`src/rtl/wb_ram_arbiter.sv`:
```
// wb_ram_arbiter
// Shares one Wishbone RAM master port between two requesters:
//   m0 = video input writer, m1 = video output reader.
// Round-robin arbitration with burst-length fairness (MAX_BURST ACKs before
// the owner may be preempted), LOCK honoured, optional slave watchdog.
//
// Ports:
//   clk, nRST            clock, synchronous active-low reset
//   mX_wb_*_I            requester X bus request (CYC/STB/LOCK/WE/SEL/ADR/DAT)
//   mX_wb_ACK_O          ACK routed to the current owner only
//   mX_wb_DAT_O          read data, broadcast from s_wb_DAT_I
//   s_wb_*_O             slave-side signals muxed from the owner (0 when idle)
//   s_wb_ACK_I/DAT_I     slave acknowledge / read data
//   grant                one-hot owner {m1,m0}, 2'b00 when idle
//   arb_timeout          one-cycle watchdog pulse
//
// Build option: define ARB_TIMEOUT_EN to enable the watchdog (TIMEOUT wait
// cycles without ACK frees the bus, ignoring LOCK). Without it arb_timeout
// is tied low and the owner keeps the bus indefinitely.
module wb_ram_arbiter #(
  parameter int MAX_BURST = 16,
  parameter int TIMEOUT   = 255
) (
  input  logic        clk,
  input  logic        nRST,
  input  logic        m0_wb_CYC_I,
  input  logic        m0_wb_STB_I,
  input  logic        m0_wb_LOCK_I,
  input  logic        m0_wb_WE_I,
  input  logic [3:0]  m0_wb_SEL_I,
  input  logic [31:0] m0_wb_ADR_I,
  input  logic [31:0] m0_wb_DAT_I,
  output logic        m0_wb_ACK_O,
  output logic [31:0] m0_wb_DAT_O,
  input  logic        m1_wb_CYC_I,
  input  logic        m1_wb_STB_I,
  input  logic        m1_wb_LOCK_I,
  input  logic        m1_wb_WE_I,
  input  logic [3:0]  m1_wb_SEL_I,
  input  logic [31:0] m1_wb_ADR_I,
  input  logic [31:0] m1_wb_DAT_I,
  output logic        m1_wb_ACK_O,
  output logic [31:0] m1_wb_DAT_O,
  output logic        s_wb_CYC_O,
  output logic        s_wb_STB_O,
  output logic        s_wb_LOCK_O,
  output logic        s_wb_WE_O,
  output logic [3:0]  s_wb_SEL_O,
  output logic [31:0] s_wb_ADR_O,
  output logic [31:0] s_wb_DAT_O,
  input  logic        s_wb_ACK_I,
  input  logic [31:0] s_wb_DAT_I,
  output logic [1:0]  grant,
  output logic        arb_timeout
);

  typedef enum logic [1:0] {IDLE = 2'd0, OWN0 = 2'd1, OWN1 = 2'd2} state_t;

  state_t      r_state, w_state_nxt;
  logic        r_last;
  logic [7:0]  r_beat_cnt;

  logic w_own0, w_own1, w_owned;
  logic w_own_cyc, w_own_stb, w_own_lock, w_oth_cyc;
  logic w_preempt, w_stb_fwd, w_ack_fwd, w_timeout;

  assign w_own0     = (r_state == OWN0);
  assign w_own1     = (r_state == OWN1);
  assign w_owned    = w_own0 | w_own1;
  assign w_own_cyc  = w_own1 ? m1_wb_CYC_I  : m0_wb_CYC_I;
  assign w_own_stb  = w_own1 ? m1_wb_STB_I  : m0_wb_STB_I;
  assign w_own_lock = w_own1 ? m1_wb_LOCK_I : m0_wb_LOCK_I;
  assign w_oth_cyc  = w_own1 ? m0_wb_CYC_I  : m1_wb_CYC_I;

  // Burst quota used up, not locked, and the other side is waiting.
  assign w_preempt = w_owned && (r_beat_cnt == 8'(MAX_BURST)) &&
                     !w_own_lock && w_oth_cyc;

  // During the preemption cycle STB is withheld so the slave cannot hand the
  // owner an extra beat beyond its quota; CYC stays up until the IDLE cycle.
  assign w_stb_fwd = w_owned && w_own_stb && !w_preempt;

  // ACK reaches the owner only while it still holds CYC.
  assign w_ack_fwd = w_owned && w_own_cyc && !w_preempt && s_wb_ACK_I;

  assign grant       = {w_own1, w_own0};
  assign m0_wb_DAT_O = s_wb_DAT_I;
  assign m1_wb_DAT_O = s_wb_DAT_I;

`ifdef ARB_TIMEOUT_EN
  logic [15:0] r_wait_cnt, w_wait_nxt;
  logic        r_arb_timeout;

  assign w_wait_nxt = (w_stb_fwd && !s_wb_ACK_I) ? r_wait_cnt + 16'd1 : 16'd0;
  assign w_timeout  = w_owned && w_own_cyc && (w_wait_nxt == 16'(TIMEOUT));
  assign arb_timeout = r_arb_timeout;

  always_ff @(posedge clk) begin
    if (!nRST) begin
      r_wait_cnt    <= 16'd0;
      r_arb_timeout <= 1'b0;
    end else begin
      r_arb_timeout <= w_timeout;
      if (w_state_nxt != r_state) r_wait_cnt <= 16'd0;
      else if (w_owned)           r_wait_cnt <= w_wait_nxt;
    end
  end
`else
  logic w_unused_timeout;
  assign w_unused_timeout = (TIMEOUT == 0);
  assign w_timeout   = 1'b0;
  assign arb_timeout = 1'b0;
`endif

  always_ff @(posedge clk) begin
    if (!nRST) begin
      r_state    <= IDLE;
      r_last     <= 1'b1;
      r_beat_cnt <= 8'd0;
    end else begin
      r_state <= w_state_nxt;
      if (r_state == IDLE && w_state_nxt != IDLE) begin
        r_last     <= (w_state_nxt == OWN1);
        r_beat_cnt <= 8'd0;
      end else if (w_ack_fwd && r_beat_cnt != 8'(MAX_BURST)) begin
        r_beat_cnt <= r_beat_cnt + 8'd1;
      end
    end
  end

  always_comb begin
    w_state_nxt = r_state;
    s_wb_CYC_O  = 1'b0;
    s_wb_STB_O  = 1'b0;
    s_wb_LOCK_O = 1'b0;
    s_wb_WE_O   = 1'b0;
    s_wb_SEL_O  = 4'd0;
    s_wb_ADR_O  = 32'd0;
    s_wb_DAT_O  = 32'd0;
    m0_wb_ACK_O = 1'b0;
    m1_wb_ACK_O = 1'b0;
    case (r_state)
      IDLE: begin
        // Both requesting: the one that did not own the bus last wins.
        if (m0_wb_CYC_I && m1_wb_CYC_I) w_state_nxt = r_last ? OWN0 : OWN1;
        else if (m0_wb_CYC_I)           w_state_nxt = OWN0;
        else if (m1_wb_CYC_I)           w_state_nxt = OWN1;
      end
      OWN0: begin
        s_wb_CYC_O  = m0_wb_CYC_I;
        s_wb_STB_O  = w_stb_fwd;
        s_wb_LOCK_O = m0_wb_LOCK_I;
        s_wb_WE_O   = m0_wb_WE_I;
        s_wb_SEL_O  = m0_wb_SEL_I;
        s_wb_ADR_O  = m0_wb_ADR_I;
        s_wb_DAT_O  = m0_wb_DAT_I;
        m0_wb_ACK_O = w_ack_fwd;
        if (!w_own_cyc || w_timeout || w_preempt) w_state_nxt = IDLE;
      end
      OWN1: begin
        s_wb_CYC_O  = m1_wb_CYC_I;
        s_wb_STB_O  = w_stb_fwd;
        s_wb_LOCK_O = m1_wb_LOCK_I;
        s_wb_WE_O   = m1_wb_WE_I;
        s_wb_SEL_O  = m1_wb_SEL_I;
        s_wb_ADR_O  = m1_wb_ADR_I;
        s_wb_DAT_O  = m1_wb_DAT_I;
        m1_wb_ACK_O = w_ack_fwd;
        if (!w_own_cyc || w_timeout || w_preempt) w_state_nxt = IDLE;
      end
      default: w_state_nxt = IDLE;
    endcase
  end

endmodule

```
`config.mk`:
```
export PLATFORM = sky130hd
export DESIGN_NAME = wb_ram_arbiter
export DESIGN_NICKNAME = d
export VERILOG_FILES = /design/src/rtl/wb_ram_arbiter.sv
export SDC_FILE = /design/constraint.sdc
export NUM_CORES = 1
export LEC_CHECK = 0
export ABC_AREA = 1
export ABC_CLOCK_PERIOD_IN_PS = 1700
export BUFFER_PORTS_ARGS = -buffer_cell sky130_fd_sc_hd__buf_4
export CAP_MARGIN = 10
export CORE_AREA = 2 2 125 127
export CTS_CLUSTER_SIZE = 16
export DETAILED_ROUTE_END_ITERATION = 8
export DIE_AREA = 0 0 127 129
export SLEW_MARGIN = 20
export SYNTH_ARGS = -nofsm -noshare
export SYNTH_HDL_FRONTEND = slang
export SYNTH_SLANG_ARGS = --single-unit
```
`constraint.sdc`:
```
create_clock -name clk -period 1.7 [get_ports clk]
set_clock_uncertainty 0.2 [all_clocks]
set_input_delay 0.17 -clock clk [delete_from_list [all_inputs] [get_ports clk]]
set_output_delay 0.17 -clock clk [all_outputs]
set_load 0.005 [all_outputs]
```
==> out/results.ini, run 1 <==
[status]
outcome = finished, violations left
failed_checks = setup timing

[timing]
hold_viol = 0
period_share = 1.15
totalNegativeSetupSlack_ns = -17.67
rsz0062_at_grt = true
max_freq_mhz = 510
setup_ws_ns = -0.262
min_period_ns = 1.96
maxSlewViolCount = 0
setup_viol = 86

[clocking]
numClockSinks = 11
clockRootBuffer = clkbuf_16
cts_buffer_depth = 2
h-tree-depth = 1
hold_buffers = 0
cts_tree = done
clk_pin_slew_ns = 0.04
clk_latency_ns = 0.24
cts_buffers = 3

[critical_path]
critPathRequiredTime_ns = 1.33
setup.worst_path.start = r_state[0]
startpoint_type = register
end_kind = output pin
worstSetupEndpoint = s_wb_ADR_O[16]
crit_arrival_ns = 1.59
r2r-start = r_state[0]
reg2regPathDepth = 11
worstSetupPathType = register to output pin
crit_fanout = 5
r2r_slack_ns = -0.23
rr_endpoint = r_beat_cnt[4]

[grt]
grt_max_degree = 28
grt_pass1_vias = 2978
antenna_found_initial = 0
grt.overflow.total = 0
grt_pass1_wl_um = 15400
grt_usage = 0.117

[final_layout]
area_delta_synth_final_pct = 105
fin_nets = 789
drive_above_1_share = 0.610
multi_input_area_um2 = 1790
fin_cells = 791
fillers = 1637
design_area_um2 = 4700
diodes = 0
regArea_um2 = 225

[place]
place_area_um2 = 3840
hpwl_um = 7590
numPortBuffers = 222
globalplace.congestion = 0.836
dp.cells = 766

[run]
cap_violations = 0

[route]
ant_nets = 0
routed_wirelength_um = 11600
avgViaCountPerCell = 4.16
wl_per_cell_um = 14.6
vias = 3294
drc = 0
drtPass1Iterations = 4
dr.first_iter.drc_count = 101

[logic_synthesis]
netlist_instances = 423
yosysSeqAreaShare = 0.0962
yosys_register_bits = 11
yosysUniqueCellTypes = 25
netlist_area_um2 = 2290
avgSynthCellArea_um2 = 5.41
ys_warn_count = 0
syn_nets = 608

[power]
p_leak_nw = 2.05
ir_drop_mv = 0.599
power_density_nw_per_um2 = 522

[floorplan]
initial_core_util = 0.153
rows = 45
core_um2 = 15000
die_y_um = 129
die_w_um = 127
fp.dieArea_um2 = 16400
boundaryPins = 320

[hold_path]
hp-class = input pin to register

==> worst min path at each step <==
| stage | startpoint | endpoint | slack [ns] | cells past startpoint |
|---|---|---|---|---|
| 2_1_floorplan | nRST | r_state[0] | 0.11 | 2 |
| 3_3_place_gp | s_wb_DAT_I[26] | m0_wb_DAT_O[26] | 0.14 | 0 |
| 3_5_place_dp | s_wb_DAT_I[26] | m0_wb_DAT_O[26] | 0.14 | 0 |
| 4_1_cts | nRST | r_state[0] | 0.02 | 3 |
| 5_1_grt | nRST | r_state[0] | 0.05 | 3 |
| 6_report | nRST | r_state[0] | 0.02 | 3 |
==> synthesized netlist by cell type (all sizes together) <==
cell type    n  area (um^2)
a21oi       79          407
a221oi       1         8.76
buf         76          548
clkbuf      15         56.3
conb         1         3.75
dfxtp       11          220
ha           6         75.1
inv         20         75.1
nand2      165          624
nand3       12         77.6
nand4        1         21.3
nor2        27          104
o211ai       1         7.51
o21ai        2         10.0
or2          1         6.26
xnor2        2         17.5
xor2         3         26.3
==> state kept, by name, indices dropped and copies added (netlist names) <==
name / flops
r_state: 2
r_beat_cnt: 8
r_last: 1
==> where the power goes <==
part           internal (mW)  switching [mW]
combinational          0.888           0.848
sequential             0.274          0.0129
clock                  0.315           0.114
==> through the flow <==
step	total power, mW	hold slack [ns]	setup WS, ns	util
after floorplan	0.929	0.114	-0.0766	-
after global placement	1.46	0.140	-0.135	0.256
after detailed placement	1.46	0.140	-0.196	0.256
after CTS	2.31	0.0233	-0.264	0.299
after global routing	2.60	0.0462	-0.336	0.314
final	2.45	0.0191	-0.262	0.314
==> worst max-delay path, stage by stage (launching register included) <==
cell and delay, ns:
dfxtp_2 0.34, buf_4 0.16, ha_4 0.19, buf_12 0.15
clkbuf_16 0.15, nand2_1 0.06, a21oi_2 0.17, buf_4 0.14
==> routing by layer <==
layer	track usage	routed length (um)
met4	0.0356	274
met5	0	0
met3	0.0208	889
met1	0.149	4740
met2	0.201	5680
==> repair_timing <==
| action | 4_1_cts | 5_1_grt |
|---|---|---|
| pin swaps | 21 | 12 |
| gates resized for setup | 90 | 36 |
| endpoints found under the setup margin | 87 | 87 |
| buffers inserted | 9 | 6 |
| gates cloned | 4 | 4 |
==> cell usage in the layout, fill, tap and decap left out, drive strengths merged <==
| cell | instances |
|---|---|
| buf | 264 |
| nand2 | 165 |
| a21oi | 79 |
| nor2 | 27 |
| inv | 20 |
| nand3 | 12 |
| dfxtp | 11 |
| clkbuf | 7 |
| ha | 6 |
| xor2 | 3 |
| o21ai | 2 |
| xnor2 | 2 |
| a221oi | 1 |
| o211ai | 1 |
| nand4 | 1 |
| or2 | 1 |
| conb | 1 |
==> kinds of logic after synthesis <==
| kind of cell | after synthesis | share of synthesized area |
|---|---|---|
| XOR/XNOR | 5 | 0.0191 |
| buffers and inverters | 111 | 0.297 |
| adder cells (fa/ha/maj) | 6 | 0.0328 |
| other | 1 | 0.00164 |
| AND/OR/NAND/NOR | 206 | 0.364 |
| flip-flops | 11 | 0.0962 |
| AO/OA/AOI/OAI | 83 | 0.189 |
==> layout make-up <==
type | instances | share of cell area
multi-input combinational | 301 | 0.381
tap | 188 | 0.0501
inverter | 20 | 0.0176
sequential | 11 | 0.0479
timing repair buffer | 267 | 0.487
clock buffer | 4 | 0.0168
(Power assumes the default switching activity.)
==> run 2, diff against run 1 <==
Settings changed: BUFFER_PORTS_ARGS -buffer_cell sky130_fd_sc_hd__buf_4 to unset, CORE_AREA 2 2 125 127 to 2 2 126 128, DIE_AREA 0 0 127 129 to 0 0 128 130, DONT_BUFFER_PORTS set to 1.
==> run 2 against run 1 <==
Against the previous run: the run still ends with setup timing left; highest routed layer unchanged; die area increased by 1.6%; routed wire length rose by 6.7%; sequential power hardly changed; critical path type unchanged; largest cell class is now multi-input gates; combinational power rose by 16%.
==> out/results.ini, run 2 (synthesized netlist as in run 1, its figures left out) <==
[status]
failed_checks = setup timing
outcome = finished, violations left

[route]
vias = 2773  ; -16%
wl_per_cell_um = 20.3  ; +38%
ant_nets = 0  ; unchanged
drtPass1Iterations = 4  ; unchanged
routed_wirelength_um = 12400  ; +6.7%
drc = 0  ; unchanged
dr.first_iter.drc_count = 83  ; -18%
avgViaCountPerCell = 4.55  ; +9.2%

[place]
hpwl_um = 6920  ; -8.9%
place_area_um2 = 2390  ; -38%
post-place-ws_ns = -0.190  ; +0.00637 ns
globalplace.congestion = 0.719  ; -14%
numPortBuffers = 0  ; -100%

[floorplan]
initial_core_util = 0.148  ; -0.00444
rows = 46  ; +2.2%
core_um2 = 15400  ; +3.0%
die_w_um = 128  ; +0.79%
die_y_um = 130  ; +0.78%
boundaryPins = 320  ; unchanged
fp.dieArea_um2 = 16600  ; +1.6%

[grt]
antenna_found_initial = 0  ; unchanged
grt_pass1_vias = 2466  ; -17%
grt_pass1_wl_um = 14500  ; -6.1%
grt_max_degree = 21  ; -25%
grt_usage = 0.118  ; +0.000710
use_met1 = 0.162  ; +0.0135
grt_util_met2 = 0.184  ; -0.0177
grt_use_met3 = 0.0246  ; +0.00381
grt.overflow.total = 0  ; unchanged
top_usage_layer = met2

[final_layout]
layout_commonest_cell = nand2_1
drive_above_1_share = 0.629  ; +0.0189
largest_reg_flops = 8  ; unchanged
design_area_um2 = 4330  ; -7.9%
top_register = r_beat_cnt
top_regs = r_beat_cnt x8, r_state x2, r_last x1
most-common-layout-cells = nand2_1, nand2_4, a21oi_4, a21oi_2, buf_6
area_delta_synth_final_pct = 89.1
diodes = 0  ; unchanged
fin_nets = 604  ; -23%

[clocking]
clk_pin_slew_ns = 0.04  ; about the same
h-tree-depth = 1  ; unchanged
cts_buffer_depth = 2  ; unchanged
clk_latency_ns = 0.24  ; about the same
numClockSinks = 11  ; unchanged
clockRootBuffer = clkbuf_16
cts_tree = done
cts_buffers = 3  ; unchanged

[timing]
min_period_ns = 1.97  ; +0.00648 ns
period_share = 1.16  ; +0.00381
rsz0062_at_grt = true
maxSlewViolCount = 0  ; unchanged
setup_ws_ns = -0.268  ; -0.00648 ns
setup_viol = 86  ; unchanged
max_freq_mhz = 508  ; -0.33%
hold_viol = 0  ; unchanged

[power]
ir_drop_mv = 0.622  ; +3.8%
clock_power_share = 0.159  ; -0.016
power_density_nw_per_um2 = 630  ; +21%
p_leak_nw = 1.58  ; -23%
seq_power_share = 0.105  ; -0.012
p_switching_mw = 1.25  ; +28%
p_comb_frac = 0.736  ; +0.028
switching_share = 0.458  ; +0.0602
p_int_mw = 1.48  ; +0.12%

[critical_path]
critPathRequiredTime_ns = 1.33  ; about the same
r2r_slack_ns = -0.26  ; -0.03 ns
critPathSlowestCell = dfxtp_4
critPathMaxStageDelay_ns = 0.37  ; +0.03 ns
cpMostUsedCell = buf_12
end_kind = output pin
crit_fanout = 9  ; +4
crit_arrival_ns = 1.60  ; about the same
startpoint_type = register
worstSetupPathType = register to output pin
path_cells = inv_4, ha_4, inv_8, buf_12, buf_12, a21oi_4, buf_6

[run]
cap_violations = 0  ; unchanged

[hold_path]
hp-class = input pin to register

run 2: critical path, delay by kind of cell, from the launching register on:
family,cells,cell delay [ns]
AO/OA/AOI/OAI,1,0.14
adder cells (fa/ha/maj),1,0.30
buffers and inverters,5,0.54
flip-flops,1,0.37
run 2: area by class of cell:
| type | count | area, um^2 |
|---|---|---|
| fillers | 1607 | 11100 |
| multi-input cells | 302 | 2590 |
| repair buffers | 81 | 1100 |
| well taps | 192 | 240 |
| flip-flops and latches | 11 | 225 |
| inverters | 20 | 90.1 |
| clock buffers | 3 | 75.1 |
| clock inverters | 1 | 5.00 |
run 2: power by group through the flow:
stage / logic [mW] / registers [mW] / clock network (mW)
6_report: 2.01 / 0.287 / 0.434
5_1_grt: 2.11 / 0.288 / 0.461
4_1_cts: 1.72 / 0.287 / 0.440
3_5_place_dp: 0.868 / 0.288 / 0
3_3_place_gp: 0.858 / 0.288 / 0
2_1_floorplan: 0.640 / 0.289 / 0
run 2: stage by stage:
| stage | setup TNS, ns | total power [mW] | hold slack (ns) | util | instances |
|---|---|---|---|---|---|
| finish | -15.52 | 2.73 | 0.0130 | 0.281 | 610 |
| global route | -20.36 | 2.86 | 0.0273 | 0.281 | 610 |
| CTS | -16.38 | 2.45 | 0.0295 | 0.246 | 605 |
| detailed placement | -3.89 | 1.16 | 0.140 | 0.155 | 574 |
| global placement | -2.91 | 1.15 | 0.137 | 0.155 | 574 |
| floorplan | -0.424 | 0.929 | 0.114 | - | 423 |
run 2: routing by layer:
| layer | share of wire | vias up |
|---|---|---|
| met5 | 0 | - |
| met4 | 0.028 | 0 |
| met3 | 0.073 | 31 |
| met2 | 0.48 | 157 |
| met1 | 0.42 | 1320 |
| li1 | - | 1265 |
run 2: worst paths after layout:
kind                                 start        endpoint  cells after the start
worst max-delay path            r_state[1]  s_wb_DAT_O[29]                      7
worst min-delay path            s_wb_ACK_I   r_beat_cnt[2]                      3
worst min register to register      r_last          r_last                      2
worst max register to register  r_state[0]   r_beat_cnt[0]                     12
run 2: timing repair:
action / 4_1_cts / 5_1_grt
pin swaps: 77 / 59
gates cloned: 12 / 3
gates resized for setup: 222 / 104
hold buffers: 1 / 0
setup endpoints to repair: 84 / 85
endpoints found under the hold margin: 11 / 0
setup buffers: 17 / 9
==> run 3, diff against run 2 <==
Settings changed: CTS_BUF_LIST set to sky130_fd_sc_hd__clkbuf_2 sky130_fd_sc_hd__clkbuf_4 sky130_fd_sc_hd__clkbuf_8.
==> run 3 against run 2 <==
Against the previous run: setup slack improved by 0.014 ns; critical path depth did not move; largest power group unchanged; highest routed layer unchanged; the flow still finishes with violations (setup timing); clock-buffer cell count did not move; clock power fell by 38%; fmax rose by 0.70%; combinational power rose by 3%; register-to-register slack barely moved; routed wire length fell by 1.5%; design area rose by 1.6%; critical path type unchanged.
==> out/results.ini, run 3 (synthesized netlist as in run 1, its figures left out) <==
[floorplan]
die_y_um = 130  ; unchanged
fp.dieArea_um2 = 16600  ; unchanged
boundaryPins = 320  ; unchanged
die_w_um = 128  ; unchanged
initial_core_util = 0.148  ; unchanged
core_um2 = 15400  ; unchanged
rows = 46  ; unchanged

[grt]
grt_usage = 0.121  ; +0.00313
grt_pass1_vias = 2477  ; +0.45%
antenna_found_initial = 0  ; unchanged
grt.overflow.total = 0  ; unchanged
grt_pass1_wl_um = 14800  ; +2.4%
grt_max_degree = 21  ; unchanged

[final_layout]
drive_above_1_share = 0.668  ; +0.0390
top_register = r_beat_cnt
top_regs = r_beat_cnt x8, r_state x2, r_last x1
design_area_um2 = 4400  ; +1.6%
utilization = 0.285  ; +0.00446
fillers = 1598  ; -0.56%
fin_nets = 614  ; +1.7%
regArea_um2 = 225  ; unchanged
largest_reg_flops = 8  ; unchanged
layout_commonest_cell = nand2_1
area_delta_synth_final_pct = 92.1
diodes = 0  ; unchanged
multi_input_area_um2 = 2530  ; -2.2%
most-common-layout-cells = nand2_1, nand2_4, a21oi_2, nand2_2, a21oi_4

[timing]
maxSlewViolCount = 0  ; unchanged
min_period_ns = 1.95  ; -0.0137 ns
rsz0062_at_grt = true
max_freq_mhz = 512  ; +0.70%
setup_ws_ns = -0.254  ; +0.0137 ns
period_share = 1.15  ; -0.00804
hold_viol = 0  ; unchanged
setup_viol = 86  ; unchanged

[route]
avgViaCountPerCell = 4.49  ; -1.3%
routed_wirelength_um = 12200  ; -1.5%
ant_nets = 0  ; unchanged
drtPass1Iterations = 4  ; unchanged
vias = 2782  ; +0.32%
drc = 0  ; unchanged
wl_per_cell_um = 19.6  ; -3.1%
dr.first_iter.drc_count = 71  ; -14%

[power]
p_switching_mw = 1.22  ; -2.0%
power_density_nw_per_um2 = 599  ; -4.9%
ir_drop_mv = 0.427  ; -31%
switching_share = 0.465  ; +0.00673
seq_power_share = 0.108  ; +0.003
clock_power_share = 0.102  ; -0.057
p_leak_nw = 1.60  ; +1.0%
p_int_mw = 1.41  ; -4.6%
p_comb_frac = 0.790  ; +0.054

[clocking]
cts_buffer_depth = 2  ; unchanged
cts_buffers = 3  ; unchanged
h-tree-depth = 1  ; unchanged
clk_pin_slew_ns = 0.05  ; about the same
cts_tree = done
numClockSinks = 11  ; unchanged
clockRootBuffer = clkbuf_8
clk_latency_ns = 0.24  ; about the same

[critical_path]
end_kind = output pin
crit_fanout = 9  ; unchanged
critPathSlowestCell = dfxtp_4
cpMostUsedCell = buf_12
critPathRequiredTime_ns = 1.33  ; about the same
worstSetupPathType = register to output pin
startpoint_type = register
critPathMaxStageDelay_ns = 0.37  ; about the same
path_cells = inv_4, ha_4, inv_8, buf_12, buf_12, a21oi_4, buf_6
crit_arrival_ns = 1.58  ; -0.02 ns

[place]
place_area_um2 = 2390  ; unchanged
numPortBuffers = 0  ; unchanged
globalplace.congestion = 0.719  ; unchanged
post-place-ws_ns = -0.190  ; unchanged
hpwl_um = 6920  ; unchanged

[run]
cap_violations = 0  ; unchanged

[status]
outcome = finished, violations left
failed_checks = setup timing

[hold_path]
hp-class = input pin to register

run 3: critical path: cells and delay by family, from the launching register on:
family,cells,cell delay [ns]
flops,1,0.37
fa+ha+maj,1,0.30
buf+inv,5,0.53
compound gates,1,0.13
run 3: final cells by class:
class,instances,area share
Timing Repair Buffer,91,0.287
Clock inverter,1,0.00114
Sequential cell,11,0.0512
Tap cell,192,0.0546
Clock buffer,3,0.00939
Multi-Input combinational cell,302,0.576
Inverter,20,0.0205
run 3: layer usage:
layer,GRT usage,vias up,share of wire
met5,0,-,0
met2,0.192,153,0.48
met1,0.167,1308,0.43
met3,0.0197,34,0.059
li1,-,1287,-
met4,0.0381,0,0.025
run 3: final timing paths:
check                           startpoint        endpoint  slack [ns]  depth (start not counted)
worst max-delay path            r_state[1]  s_wb_DAT_O[29]       -0.25                          7
worst min-delay path            s_wb_ACK_I   r_beat_cnt[5]        0.03                          3
worst max register to register  r_state[0]   r_beat_cnt[7]       -0.25                         12
worst min register to register      r_last          r_last        0.29                          2
run 3: what timing repair did:
| action | in CTS | in global routing |
|---|---|---|
| cloned | 14 | 2 |
| resized for setup | 244 | 88 |
| setup endpoints to repair | 84 | 85 |
| hold buffers | 1 | 0 |
| pin swaps | 77 | 51 |
| buffers inserted | 14 | 18 |
| hold endpoints to repair | 11 | 0 |
run 3: metrics by stage:
stage / hold WS (ns) / cells / TNS [ns] / total power, mW
final: 0.0308 / 620 / -14.98 / 2.63
after global routing: 0.0423 / 620 / -20.14 / 2.77
after CTS: 0.0444 / 606 / -16.70 / 2.38
after detailed placement: 0.140 / 574 / -3.89 / 1.16
after global placement: 0.137 / 574 / -2.91 / 1.15
after floorplan: 0.114 / 423 / -0.424 / 0.929
run 3: power groups by stage:
stage	Clock, mW	Sequential [mW]	Combinational (mW)
floorplan	0	0.289	0.640
CTS	0.273	0.285	1.82
global placement	0	0.288	0.858
finish	0.269	0.286	2.08
global route	0.290	0.287	2.20
detailed placement	0	0.288	0.868
